$ cat src/rtl/hyperbus_arbiter.sv
// hyperbus_arbiter: two-requester round-robin front end for a HyperBus core.
// A granted request is latched onto the core interface, issued as a one-cycle
// strobe, then waits for core completion or a TIMEOUT-cycle watchdog before
// acknowledging the granted requester.
//
// Ports:
//   clk, rst                         clock, synchronous active-high reset
//   mN_rrq / mN_wrq                  requester N read / write request (level)
//   mN_reg_space_i, mN_adr_i,
//   mN_dat_i, mN_mask_i              requester N transaction fields
//   mN_dat_o, mN_ack, mN_err         requester N read data, ack pulse, timeout flag
//   hbus_ready, hbus_valid, hbus_dat_i   core idle, core completion, core read data
//   hbus_rrq, hbus_wrq               core read / write strobes
//   hbus_reg_space_o, hbus_adr_o,
//   hbus_dat_o, hbus_mask_o          latched transaction fields to the core
//   busy                             high whenever the FSM is not idle
module hyperbus_arbiter #(
    parameter int unsigned TIMEOUT = 1024
) (
    input  logic        clk,
    input  logic        rst,

    input  logic        m0_rrq,
    input  logic        m0_wrq,
    input  logic        m0_reg_space_i,
    input  logic [31:0] m0_adr_i,
    input  logic [15:0] m0_dat_i,
    input  logic        m0_mask_i,
    output logic [15:0] m0_dat_o,
    output logic        m0_ack,
    output logic        m0_err,

    input  logic        m1_rrq,
    input  logic        m1_wrq,
    input  logic        m1_reg_space_i,
    input  logic [31:0] m1_adr_i,
    input  logic [15:0] m1_dat_i,
    input  logic        m1_mask_i,
    output logic [15:0] m1_dat_o,
    output logic        m1_ack,
    output logic        m1_err,

    input  logic        hbus_ready,
    input  logic        hbus_valid,
    input  logic [15:0] hbus_dat_i,
    output logic        hbus_rrq,
    output logic        hbus_wrq,
    output logic        hbus_reg_space_o,
    output logic [31:0] hbus_adr_o,
    output logic [15:0] hbus_dat_o,
    output logic        hbus_mask_o,
    output logic        busy
);

    // Counter is wide enough for the largest legal TIMEOUT.
    localparam int unsigned CNT_W = 16;
    localparam logic [CNT_W-1:0] CNT_LAST = CNT_W'(TIMEOUT - 1);

    typedef enum logic [1:0] {
        IDLE,
        ISSUE,
        WAIT,
        DONE
    } state_t;

    state_t           state;
    logic             last_gnt;
    logic             gnt;
    logic             is_write;
    logic [CNT_W-1:0] cnt;

    logic        req0_c;
    logic        req1_c;
    logic        pick1_c;
    logic        sel_wrq_c;
    logic        sel_reg_c;
    logic [31:0] sel_adr_c;
    logic [15:0] sel_dat_c;
    logic        sel_mask_c;

    // Round-robin pick: requester 1 wins if alone, or on a tie when 0 was granted last.
    always_comb begin
        req0_c     = m0_rrq | m0_wrq;
        req1_c     = m1_rrq | m1_wrq;
        pick1_c    = req1_c & (~req0_c | ~last_gnt);
        sel_wrq_c  = pick1_c ? m1_wrq         : m0_wrq;
        sel_reg_c  = pick1_c ? m1_reg_space_i : m0_reg_space_i;
        sel_adr_c  = pick1_c ? m1_adr_i       : m0_adr_i;
        sel_dat_c  = pick1_c ? m1_dat_i       : m0_dat_i;
        sel_mask_c = pick1_c ? m1_mask_i      : m0_mask_i;
    end

    // Transaction FSM; every output is a register updated here.
    always_ff @(posedge clk) begin
        if (rst) begin
            state            <= IDLE;
            last_gnt         <= 1'b1;
            gnt              <= 1'b0;
            is_write         <= 1'b0;
            cnt              <= '0;
            busy             <= 1'b0;
            hbus_rrq         <= 1'b0;
            hbus_wrq         <= 1'b0;
            hbus_reg_space_o <= 1'b0;
            hbus_adr_o       <= '0;
            hbus_dat_o       <= '0;
            hbus_mask_o      <= 1'b0;
            m0_dat_o         <= '0;
            m0_ack           <= 1'b0;
            m0_err           <= 1'b0;
            m1_dat_o         <= '0;
            m1_ack           <= 1'b0;
            m1_err           <= 1'b0;
        end else begin
            case (state)
                IDLE: begin
                    if (hbus_ready && (req0_c || req1_c)) begin
                        gnt              <= pick1_c;
                        last_gnt         <= pick1_c;
                        // Write takes precedence when both request types are raised.
                        is_write         <= sel_wrq_c;
                        hbus_wrq         <= sel_wrq_c;
                        hbus_rrq         <= ~sel_wrq_c;
                        hbus_reg_space_o <= sel_reg_c;
                        hbus_adr_o       <= sel_adr_c;
                        hbus_dat_o       <= sel_dat_c;
                        hbus_mask_o      <= sel_mask_c;
                        busy             <= 1'b1;
                        state            <= ISSUE;
                    end
                end

                ISSUE: begin
                    hbus_rrq <= 1'b0;
                    hbus_wrq <= 1'b0;
                    cnt      <= '0;
                    state    <= WAIT;
                end

                WAIT: begin
                    // Completion is checked first so it beats a coincident timeout.
                    if (hbus_valid) begin
                        if (!is_write) begin
                            if (gnt) begin
                                m1_dat_o <= hbus_dat_i;
                            end else begin
                                m0_dat_o <= hbus_dat_i;
                            end
                        end
                        m0_ack <= ~gnt;
                        m1_ack <= gnt;
                        m0_err <= 1'b0;
                        m1_err <= 1'b0;
                        state  <= DONE;
                    end else if (cnt == CNT_LAST) begin
                        m0_ack <= ~gnt;
                        m1_ack <= gnt;
                        m0_err <= ~gnt;
                        m1_err <= gnt;
                        state  <= DONE;
                    end else begin
                        cnt <= cnt + CNT_W'(1);
                    end
                end

                DONE: begin
                    m0_ack <= 1'b0;
                    m1_ack <= 1'b0;
                    m0_err <= 1'b0;
                    m1_err <= 1'b0;
                    busy   <= 1'b0;
                    state  <= IDLE;
                end

                default: begin
                    state <= IDLE;
                end
            endcase
        end
    end

endmodule

$ cat config.mk
export PLATFORM = sky130hd
export DESIGN_NAME = hyperbus_arbiter
export DESIGN_NICKNAME = d
export VERILOG_FILES = /design/src/rtl/hyperbus_arbiter.sv
export SDC_FILE = /design/constraint.sdc
export NUM_CORES = 1
export LEC_CHECK = 0
export CORE_MARGIN = 3
export CORE_UTILIZATION = 40
export CTS_CLUSTER_DIAMETER = 60
export CTS_CLUSTER_SIZE = 16
export DETAILED_ROUTE_END_ITERATION = 10
export HOLD_SLACK_MARGIN = 0.1
export PLACE_DENSITY_LB_ADDON = 0.15
export SKIP_CTS_REPAIR_TIMING = 1
export SLEW_MARGIN = 25
export SYNTH_ARGS = -nofsm -noshare
export SYNTH_HDL_FRONTEND = slang
export SYNTH_SLANG_ARGS = --single-unit
export TNS_END_PERCENT = 10
$ cat constraint.sdc
create_clock -name clk -period 3.1 [get_ports clk]
set_input_delay 0.31 -clock clk [delete_from_list [all_inputs] [get_ports clk]]
set_output_delay 0.31 -clock clk [all_outputs]
set_load 0.05 [all_outputs]
# [Word level (Yosys, flattened, before mapping)]
# Index checks and enable logic that the tools add are counted.
# Widths: inputs -> output; s select.
[totals] in_bits=124 out_inout_bits=89 latchBits=0 ram_bits=0 elab_cells=79 regBits=110 romBits=0 n_memories=0
[classes] n_eq_ne=8 shift=0 n_lt_le_gt_ge=0 n_addsub=1 n_div=0 reduce_logical=15 bitwise_logic=9 mux=28 mul=0
[ops] cell="$mux 16" count=3
[ops] cell="$mux 32" count=1
[ops] cell="$pmux 16 s2" count=1
[ops] cell="$add 16x1->16 const B" count=1
[ops] cell="$eq 16x10->1 const B" count=1
[ops] cell="$pmux 1 s2" count=7
[ops] cell="$mux 1" count=12
[ops] cell="$reduce_and 2->1" count=5
[ops] cell="$pmux 2 s4" count=1
[ops] cell="$reduce_and 4->1" count=2
[ops] cell="$reduce_bool 2->1" count=4
[ops] cell="$mux 2" count=3
[ops] cell="$ne 2x2->1 const B" count=3
[ops] cell="$not 1->1" count=5
[ops] cell="$eq 2x2->1 const B" count=2
[ops] cell="$ne 3x3->1 const B" count=1
[ops] cell="$or 1x1->1" count=3
[ops] cell="$reduce_and 3->1" count=1
[ops] cell="$eq 2x1->1 const B" count=1
[ops] cell="$logic_not 2->1" count=1
[ops] cell="$and 1x1->1" count=1
[ops] cell="$logic_and 1x1->1" count=1
[ops] cell="$logic_or 1x1->1" count=1

# [Logic depth before layout (Yosys ltp)]
# Gate-level depths: netlist (run 1).
[logic_depth] word_depth=8 mapped_depth=8 ltp_nobuf=7

# [Worst setup path after synthesis (run 1)]
# OpenSTA, ideal clock, no wires.
[synth_path] path_kind="reg-to-reg" from="register cnt[0]" to="register m0_err" arrival_ns=1.604 stages_incl_launch_ff=7 n_path_buf=1 setup_slack_ns=1.427 setup_time_ns=0.069 synth_period_minus_slack_ns=1.673 t_required_ns=3.031 path_cell_list="dfxtp_1 ha_1 and4_1 nand4b_2 buf_6 or4_4 o21ai_1"
[synth_between] elab_chain_cells=3
[synth_lines] item="from (decl)" line_no="70" text="logic [CNT_W-1:0] cnt;"
[synth_lines] item="from (signal assigned)" line_no="162" text="cnt <= cnt + CNT_W'(1);"
[synth_lines] item="$eq 16x10->1" line_no="155" text="end else if (cnt == CNT_LAST) begin"
[synth_lines] item="$ne 3x3->1 (no line)"
[synth_lines] item="$reduce_and 2->1 (no line)"
[synth_lines] item="to (signal assigned)" line_no="158" text="m0_err <= ~gnt;"
[synth_lines] item="to (decl)" line_no="31" text="output logic m0_err,"
# No other way between the ends.
# A chain may end at the register's enable or synchronous reset.

# [Worst setup path in the final report (run 1)]
[layout_path] from="register state[0]" to="register cnt[12]"
[layout_between] elab_chain_cells=3 word_cells_on_any_way=7 classes_between="eq/ne: 4; mux: 1; reduce/logical: 2"
[layout_lines] item="from (decl)" line_no="66" text="state_t state;"
[layout_lines] item="from (signal assigned)" line_no="96" text="state <= IDLE;"
[layout_lines] item="from (signal assigned)" line_no="129" text="state <= ISSUE;"
[layout_lines] item="from (signal assigned)" line_no="137" text="state <= WAIT;"
[layout_lines] item="$eq 2x2->1 or $eq 2x1->1 (tied branches)" line_no="115" text="case (state)"
[layout_lines] item="$ne 2x2->1 (no line) or $reduce_bool 2->1 (tied branches)"
[layout_lines] item="$reduce_and 3->1 (no line)"
# Parallel ways exist; a longest one is shown, timed or not.

==> reports/qor.txt, run 1 <==
CP arrival = 2.40 ns
Cell Rows = 40
Design Power = 5.71 mW
Max Root-Sink Buffers = 2
width of the die = 119 microns
I/O pin count = 213
Core Footprint = 0.0122 sq mm
RSZ-0062 raised after global routing = no
DR pass1 iterations = 4
number of DRC markers in iteration 0 = 249
Worst-Skew Late Latency = 0.35 ns
yosys warns = 0
Slew @ Worst Pin = 0.822 ns
Vias = 4597
Tmin final = 2.12 ns
DRC = 0
commonest non-fill, non-tap cell in the layout = clkdlybuf4s50_1
GRT overflow = 0
vias in the first global route = 4546
antenna violations before repair = 0
CTS root buf = clkbuf_16
Finish-stage setup viols = 0
Final Slew Violations = 0
status = finished clean
Leak = 2.84 nW
startpoint types = flip-flop
worst r2r path cells = 6
first-pass GRT wire length = 23.4 mm
Worst-path clk slew = 0.07 ns
Initial Util = 41.5%
period utilization = 68.5%
Post-Synthesis Cells = 545
fraction of layout cells with a size suffix above 1 = 11.4%
largest net degree at the start of global routing = 61
post-synth cell types = 45
ANT cells = 0
crit-path max FO = 12
post-synthesis sequential area ratio = 43.5%
die height = 119 microns
Required @ worst endpoint = 3.38 ns
reg2reg setup slack = 0.98 ns
WS Path Type = flip-flop to flip-flop
cell depth of the worst hold path = 2
synthesized net count = 674
setup TNS = 0 ns
Final Skew = 0.00688 ns
Max H-tree Level = 3
DRT antenna net count = 0
PwrDens = 751 mW/mm^2
Port-buffer cells = 212
Syn Area/Cell = 9.30 sq um
Nets = 871
die area = 0.0141 sq mm
routability congestion estimate = 0.854
CTS tree = built
P&R area growth vs syn = 50.1%
Yosys reg bits = 110
highest-count cells in the layout ignoring fill and taps = 211 x clkdlybuf4s50_1, 110 x dfxtp_1, 80 x nand2_1, 69 x nor2_1, 54 x mux2i_1
min-delay worst type = flip-flop to flip-flop
final wirelength = 14.5 mm
Slew headroom = 45.2%
cts bufs inserted = 9
Final Hold Viols = 0
TritonCTS sink count = 110
Netlist Area Pre-Place = 0.00507 sq mm
VDD IR-drop max = 341 uV
vias per cell = 5.03
CP Capture Type = flip-flop
Max Freq = 0.471 GHz
max-cap violation count = 0
drt wl/cell = 15.8 microns
GR Util All Layers = 20.5%
dpl hpwl = 10.9 mm
==> sequential cells by signal, indices dropped and copies added, names as in the netlist <==
signal            count
gnt                   1
m0_ack                1
m1_ack                1
busy                  1
m1_err                1
m0_err                1
hbus_mask_o           1
last_gnt              1
m0_dat_o             16
hbus_reg_space_o      1
hbus_rrq              1
state                 2
hbus_dat_o           16
hbus_wrq              1
cnt                  16
m1_dat_o             16
hbus_adr_o           32
is_write              1
==> synthesized netlist by cell type, drive strengths merged <==
library cell / count / area [sq um]
a211o: 1 / 8.76
a211oi: 52 / 641
a21bo: 1 / 10.0
a21oi: 46 / 230
a22o: 1 / 8.76
a22oi: 2 / 15.0
a311oi: 1 / 8.76
a31oi: 4 / 25.0
a32oi: 1 / 8.76
and2: 1 / 6.26
and3: 2 / 12.5
and4: 1 / 8.76
and4b: 1 / 10.0
buf: 17 / 129
clkbuf: 19 / 72.6
dfxtp: 110 / 2200
ha: 5 / 62.6
inv: 4 / 15.0
mux2: 1 / 11.3
mux2i: 54 / 541
nand2: 80 / 300
nand2b: 8 / 50.1
nand3: 14 / 70.1
nand3b: 2 / 15.0
nand4: 7 / 58.8
nand4b: 1 / 15.0
nor2: 69 / 259
nor2b: 5 / 31.3
nor3: 4 / 20.0
nor3b: 1 / 12.5
nor4: 3 / 33.8
o211ai: 2 / 15.0
o21ai: 12 / 60.1
o22ai: 1 / 6.26
o31ai: 3 / 22.5
or2: 2 / 12.5
or3: 3 / 18.8
or4: 2 / 22.5
xnor2: 2 / 17.5
==> critical path, stage by stage, from the launching register on <==
cell	delay, ns
dfxtp_1	0.34
inv_1	0.12
ha_1	0.40
nand2b_1	0.26
nor3_1	0.58
a21oi_1	0.18
a21oi_1	0.17
==> final timing paths <==
check | start | endpoint
setup / recovery | state[0]$_SDFFE_PP0P_ | cnt[12]$_SDFFE_PP0P_
hold / removal | m1_dat_o[2]$_SDFFE_PP0P_ | m1_dat_o[2]$_SDFFE_PP0P_
setup reg to reg | state[0]$_SDFFE_PP0P_ | cnt[12]$_SDFFE_PP0P_
hold reg to reg | m1_dat_o[2]$_SDFFE_PP0P_ | m1_dat_o[2]$_SDFFE_PP0P_
==> final cells by class <==
class                      instances  area [sq um]
fill                            1046          4610
inverter                           4          15.0
timing repair buffer             222          2240
multi-input combinational        395          2670
sequential                       110          2200
tap                              168           210
clock buffer                      14           264
clock inverter                     1          5.00
==> layer usage <==
metal | vias to the layer above | global-route usage [%] | part of all wire [%]
met2 | 170 | 34.0 | 47
li1 | 2319 | - | -
met3 | 15 | 8.42 | 9.5
met5 | - | 0 | 0
met1 | 2093 | 23.9 | 42
met4 | 0 | 6.66 | 1.5
==> power breakdown <==
group	switching, mW	internal, mW	leakage (nW)
Combinational	1.76	1.05	1.81
Clock	0.495	0.585	0.133
Sequential	0.145	1.68	0.899
==> metrics by stage <==
stage | util [%] | instances | cell area (sq um) | hold slack (ns) | setup slack (ns)
3_5_place_dp | 60.1 | 899 | 7340 | 0.447 | 0.747
3_3_place_gp | 60.1 | 899 | 7340 | 0.441 | 0.791
2_1_floorplan | - | 545 | 5070 | 0.445 | 1.43
5_1_grt | 62.3 | 914 | 7610 | 0.471 | 0.789
6_report | 62.3 | 914 | 7610 | 0.456 | 0.976
4_1_cts | 62.3 | 914 | 7610 | 0.457 | 1.01
==> cell families (layout without fill, tap and decap cells) <==
group,after synthesis,in the layout,synth area share (%)
fa+ha+maj,5,5,1.23
compound gates,127,127,20.9
xor+xnor,2,2,0.346
mux,55,55,10.9
buf+inv,40,241,4.27
simple gates,206,206,18.9
flops,110,110,43.5
(Power assumes the default switching activity.)
==> run 2, diff against run 1 <==
clock period = 2.2 ns   (was 3.1 ns; I/O delays follow)
==> run 2 against run 1 <==
  * Clock skew grew 0.0021 ns
  * Flip-flop and latch count unchanged
  * First-iteration DRC count is 0.80% higher
  * Largest cell class unchanged
==> reports/qor.txt, run 2 (synthesis gave the netlist of run 1 again) <==
Finished Layout Cells = 919 (+0.55%)
DRC = 0 (unchanged)
Core Footprint = 0.0122 sq mm (unchanged)
Vias = 4622 (+0.54%)
Worst path slowest cell = ha_1
crit-path cells = inv_1 > ha_1 > nand2b_1 > a31oi_1 > nand4_1 > mux2i_1 > nand2_1
PwrDens = 1060 mW/mm^2 (+42%)
TritonCTS sink count = 110 (unchanged)
internal power = 4.72 mW (+42%)
Reg-to-Reg Start = state[0]$_SDFFE_PP0P_
vias per cell = 5.03 (about the same)
Final Hold Viols = 0 (unchanged)
Finish-stage setup viols = 0 (unchanged)
RSZ-0062 raised after global routing = no
worst r2r path cells = 7 (+1)
Nets = 875 (+0.46%)
Setup crit end = cnt[13]$_SDFFE_PP0P_
Worst-Skew Late Latency = 0.35 ns (about the same)
drt wl/cell = 15.5 microns (-2.1%)
Logic pwr share = 48.4% (-0.8 points)
highest-count cells in the layout ignoring fill and taps = 211 x clkdlybuf4s50_1, 110 x dfxtp_1, 80 x nand2_1, 69 x nor2_1, 54 x mux2i_1
cts bufs inserted = 9 (unchanged)
Max Root-Sink Buffers = 2 (unchanged)
Port-buffer cells = 212 (unchanged)
antenna violations before repair = 1 (+1)
setup TNS = 0 ns (unchanged)
delay of the slowest cell on the worst path = 0.40 ns (-0.18 ns)
Required @ worst endpoint = 2.43 ns (-0.95 ns)
largest net degree at the start of global routing = 60 (-1.6%)
Max H-tree Level = 3 (unchanged)
sequential share of power = 31.5% (-0.4 points)
number of DRC markers in iteration 0 = 251 (+0.80%)
switching power = 3.42 mW (+43%)
Final Slew Violations = 0 (unchanged)
Top reg by flops = hbus_adr_o
Initial Util = 41.5% (unchanged)
width of the die = 119 microns (unchanged)
Tmin final = 1.98 ns (-0.145 ns)
CP arrival = 2.21 ns (-0.19 ns)
DRT antenna net count = 0 (unchanged)
Slew headroom = 58.7% (+13 points)
Slew @ Worst Pin = 0.620 ns (-0.202 ns)
Leak = 2.87 nW (+1.0%)
Max Freq = 0.505 GHz (+7.4%)
CTS root buf = clkbuf_16
max-cap violation count = 0 (unchanged)
die area = 0.0141 sq mm (unchanged)
Final WS setup = 0.221 ns (-0.755 ns)
CTS tree = built
DR pass1 iterations = 4 (unchanged)
status = finished clean
commonest non-fill, non-tap cell in the layout = clkdlybuf4s50_1
Final Skew = 0.00895 ns (+0.00207 ns)
fraction of layout cells with a size suffix above 1 = 12.3% (+0.86 points)
Critical Path Start = state[0]$_SDFFE_PP0P_
GR Util All Layers = 19.6% (-0.81 points)
DP Worst Slack = 0.150 ns (-0.597 ns)
first-pass GRT wire length = 22.8 mm (-2.3%)
crit-path max FO = 12 (unchanged)
period utilization = 89.9% (+21 points)
VDD IR-drop max = 409 uV (+20%)
clock share of power = 20.1% (+1.2 points)
GRT overflow = 0 (unchanged)
min-delay worst type = input port to flip-flop
P&R area growth vs syn = 51.0%
I/O pin count = 213 (unchanged)
placed cell count = 903 (+0.44%)
routability congestion estimate = 0.879 (+2.9%)
dpl hpwl = 10.7 mm (-1.3%)
Cell Rows = 40 (unchanged)
reg2reg setup slack = 0.22 ns (-0.75 ns)
CP Capture Type = flip-flop
max FFs per register = 32 (unchanged)
Worst-path clk slew = 0.07 ns (about the same)
# fillers = 1058 (+1.1%)
R2R Path End = cnt[13]$_SDFFE_PP0P_
ANT cells = 0 (unchanged)
WS Path Type = flip-flop to flip-flop
Sw Ratio = 42.0% (+0.051 points)
die height = 119 microns (unchanged)
final wirelength = 14.2 mm (-1.6%)
vias in the first global route = 4549 (+0.066%)
startpoint types = flip-flop
run 2: cell count changes in the layout (fill, tap and decap cells not counted):
cell | previous run | this run
clkbuf_1 | 3 | 1
clkinv_2 | 1 | 2
bufinv_16 | 0 | 1
buf_12 | 4 | 3
buf_4 | 7 | 12
clkbuf_8 | 2 | 0
inv_6 | 0 | 3
run 2: area by class of cell:
class / count / area, sq um / share of cell area, %
clock buffers: 10 / 229 / 2.99
flip-flops and latches: 110 / 2200 / 28.8
repair buffers: 226 / 2260 / 29.6
well taps: 168 / 210 / 2.75
clock inverters: 6 / 66.3 / 0.867
inverters: 4 / 15.0 / 0.196
multi-input cells: 395 / 2670 / 34.8
run 2: metrics by stage:
step	power, mW	area, sq um	hold WS [ns]	util (%)
3_5_place_dp	6.57	7350	0.449	60.2
4_1_cts	8.20	7650	0.362	62.6
5_1_grt	8.54	7650	0.396	62.6
3_3_place_gp	6.47	7350	0.442	60.2
2_1_floorplan	5.35	5070	0.356	-
6_report	8.13	7650	0.368	62.6
run 2: worst min-delay path by stage:
stage / start / to / slack (ns) / cells after the start
floorplan: hbus_dat_i[0] / m0_dat_o[0]$_SDFFE_PP0P_ / 0.36 / 2
global placement: m0_dat_o[8]$_SDFFE_PP0P_ / m0_dat_o[8]$_SDFFE_PP0P_ / 0.44 / 2
detailed placement: m1_dat_o[10]$_SDFFE_PP0P_ / m1_dat_o[10]$_SDFFE_PP0P_ / 0.45 / 2
CTS: rst / m1_ack$_SDFFE_PP0P_ / 0.36 / 2
global route: rst / m0_ack$_SDFFE_PP0P_ / 0.40 / 2
finish: rst / m1_ack$_SDFFE_PP0P_ / 0.37 / 2
run 2: metal layers:
metal  vias up  global-route usage, %  share of wire (%)
li1       2327                      -                  -
met1      2123                   23.4                 43
met2       157                   33.9                 48
met3        13                   6.41                8.3
met4         2                   5.43                1.1
met5         -                      0               0.14
run 2: power by group through the flow:
stage	Clock [mW]	Sequential (mW)	Combinational (mW)
2_1_floorplan	0	3.73	1.62
3_3_place_gp	0	2.59	3.88
3_5_place_dp	0	2.61	3.96
4_1_cts	1.67	2.57	3.97
5_1_grt	1.74	2.61	4.19
6_report	1.63	2.56	3.94
run 2: worst max-delay path, delay by kind of cell (launching register included):
kind                       cells  cell delay [ns]
adders and majority gates      1             0.40
muxes                          1             0.20
AOI/OAI and AO/OA              1             0.32
buffers and inverters          1             0.11
and+or+nand+nor                3             0.50
DFF                            1             0.34
==> run 3, diff against run 2 <==
clock period = 2.1 ns   (was 2.2 ns; I/O delays follow)
==> run 3 against run 2 <==
  * Final cell count unchanged
  * Hold slack got worse by 0.0086 ns
  * Clock skew fell by 0.0029 ns
  * Via count grew 0.56%
  * Largest power group unchanged
  * Fmax grew 3.8%
  * Clock-buffer cell count unchanged
  * Non-clock buffer count unchanged
  * Register-to-register slack got worse by 0.03 ns
  * Sequential share of layout area fell by 0.11 points
  * Largest cell class unchanged
  * Power up 5.6%
  * Critical path type unchanged
==> reports/qor.txt, run 3 (synthesis gave the netlist of run 1 again) <==
Core Footprint = 0.0122 sq mm (unchanged)
Final Slew Violations = 0 (unchanged)
TritonCTS sink count = 110 (unchanged)
Vias = 4648 (+0.56%)
die height = 119 microns (unchanged)
setup TNS = 0 ns (unchanged)
Port-buffer cells = 212 (unchanged)
DP Worst Slack = 0.0225 ns (-0.128 ns)
PwrDens = 1120 mW/mm^2 (+5.2%)
WS Path Type = flip-flop to flip-flop
startpoint types = flip-flop
Final Skew = 0.00606 ns (-0.00289 ns)
die area = 0.0141 sq mm (unchanged)
Logic pwr share = 48.6% (+0.2 points)
CP arrival = 2.18 ns (-0.03 ns)
Worst-path clk slew = 0.07 ns (about the same)
RSZ-0062 raised after global routing = no
Max Root-Sink Buffers = 2 (unchanged)
antenna violations before repair = 0 (-1)
crit-path max FO = 6 (-6)
CP Capture Type = flip-flop
final wirelength = 14.1 mm (-0.93%)
max-cap violation count = 0 (unchanged)
routability congestion estimate = 0.906 (+3.0%)
Cell Rows = 40 (unchanged)
Max Freq = 0.524 GHz (+3.8%)
min-delay worst type = input port to flip-flop
cts bufs inserted = 9 (unchanged)
internal power = 5.01 mW (+6.1%)
DRC = 0 (unchanged)
GRT overflow = 0 (unchanged)
Leak = 2.88 nW (+0.27%)
CTS root buf = clkbuf_16
sequential share of power = 31.2% (-0.3 points)
vias per cell = 5.06 (+0.56%)
commonest non-fill, non-tap cell in the layout = clkdlybuf4s50_1
Final WS setup = 0.193 ns (-0.0285 ns)
Nets = 875 (unchanged)
I/O pin count = 213 (unchanged)
CTS tree = built
Initial Util = 41.5% (unchanged)
P&R area growth vs syn = 51.6%
highest-count cells in the layout ignoring fill and taps = 211 x clkdlybuf4s50_1, 110 x dfxtp_1, 80 x nand2_1, 69 x nor2_1, 54 x mux2i_1
fraction of layout cells with a size suffix above 1 = 12.5% (+0.27 points)
number of DRC markers in iteration 0 = 219 (-13%)
DRT antenna net count = 0 (unchanged)
max FFs per register = 32 (unchanged)
Sw Ratio = 41.7% (-0.25 points)
largest net degree at the start of global routing = 58 (-3.3%)
Slew @ Worst Pin = 0.607 ns (-0.0133 ns)
DR pass1 iterations = 4 (unchanged)
Required @ worst endpoint = 2.37 ns (-0.06 ns)
first-pass GRT wire length = 23.1 mm (+1.1%)
drt wl/cell = 15.4 microns (-0.93%)
GR Util All Layers = 19.8% (+0.13 points)
switching power = 3.59 mW (+5.0%)
Slew headroom = 59.6% (+0.89 points)
Top reg by flops = hbus_adr_o
status = finished clean
period utilization = 90.8% (+0.88 points)
Max H-tree Level = 3 (unchanged)
width of the die = 119 microns (unchanged)
Worst-Skew Late Latency = 0.34 ns (about the same)
ANT cells = 0 (unchanged)
clock share of power = 20.2% (about the same)
VDD IR-drop max = 491 uV (+20%)
dpl hpwl = 10.7 mm (-0.82%)
Tmin final = 1.91 ns (-0.0715 ns)
Finish-stage setup viols = 0 (unchanged)
vias in the first global route = 4554 (+0.11%)
Final Hold Viols = 0 (unchanged)
run 3: final timing paths:
kind / slack [ns] / cells past startpoint / start / endpoint
max: 0.19 / 6 / cnt[0]$_SDFFE_PP0P_ / cnt[12]$_SDFFE_PP0P_
min: 0.36 / 2 / rst / m0_ack$_SDFFE_PP0P_
max reg2reg: 0.19 / 6 / cnt[0]$_SDFFE_PP0P_ / cnt[12]$_SDFFE_PP0P_
min reg2reg: 0.45 / 2 / m0_dat_o[14]$_SDFFE_PP0P_ / m0_dat_o[14]$_SDFFE_PP0P_
run 3: power by group through the flow:
| stage | combinational (mW) | sequential [mW] | clock, mW |
|---|---|---|---|
| finish | 4.17 | 2.68 | 1.74 |
| global route | 4.44 | 2.73 | 1.86 |
| CTS | 4.20 | 2.68 | 1.79 |
| detailed placement | 4.19 | 2.73 | 0 |
| global placement | 4.10 | 2.71 | 0 |
| floorplan | 1.69 | 3.91 | 0 |
run 3: metal layers:
| metal | vias to the layer above | track usage [%] | routed length (microns) |
|---|---|---|---|
| met5 | - | 0 | 0 |
| met4 | 0 | 6.88 | 217 |
| met3 | 14 | 6.17 | 1260 |
| met2 | 166 | 32.6 | 6640 |
| met1 | 2135 | 24.4 | 6000 |
| li1 | 2333 | - | - |
run 3: cell type report:
cell class / count / area, sq um
clock inverters: 6 / 68.8
repair buffers: 226 / 2270
fillers: 1038 / 4530
clock buffers: 10 / 239
flip-flops and latches: 110 / 2200
well taps: 168 / 210
multi-input cells: 395 / 2670
inverters: 4 / 15.0
run 3: critical path, cell delays in order (launching register included):
cell and delay, ns:
dfxtp_1 0.37, ha_1 0.22, and4_1 0.33, nand4b_2 0.24, a21oi_1 0.43, a21oi_1 0.09, a21oi_1 0.15
run 3: metrics by stage:
| stage | power [mW] | hold WS [ns] | cell area, sq um | utilization [%] | instances |
|---|---|---|---|---|---|
| 2_1_floorplan | 5.61 | 0.346 | 5070 | - | 545 |
| 3_3_place_gp | 6.81 | 0.442 | 7370 | 60.3 | 903 |
| 3_5_place_dp | 6.92 | 0.448 | 7370 | 60.3 | 903 |
| 4_1_cts | 8.68 | 0.347 | 7670 | 62.8 | 919 |
| 5_1_grt | 9.04 | 0.384 | 7680 | 62.9 | 919 |
| 6_report | 8.59 | 0.359 | 7680 | 62.9 | 919 |
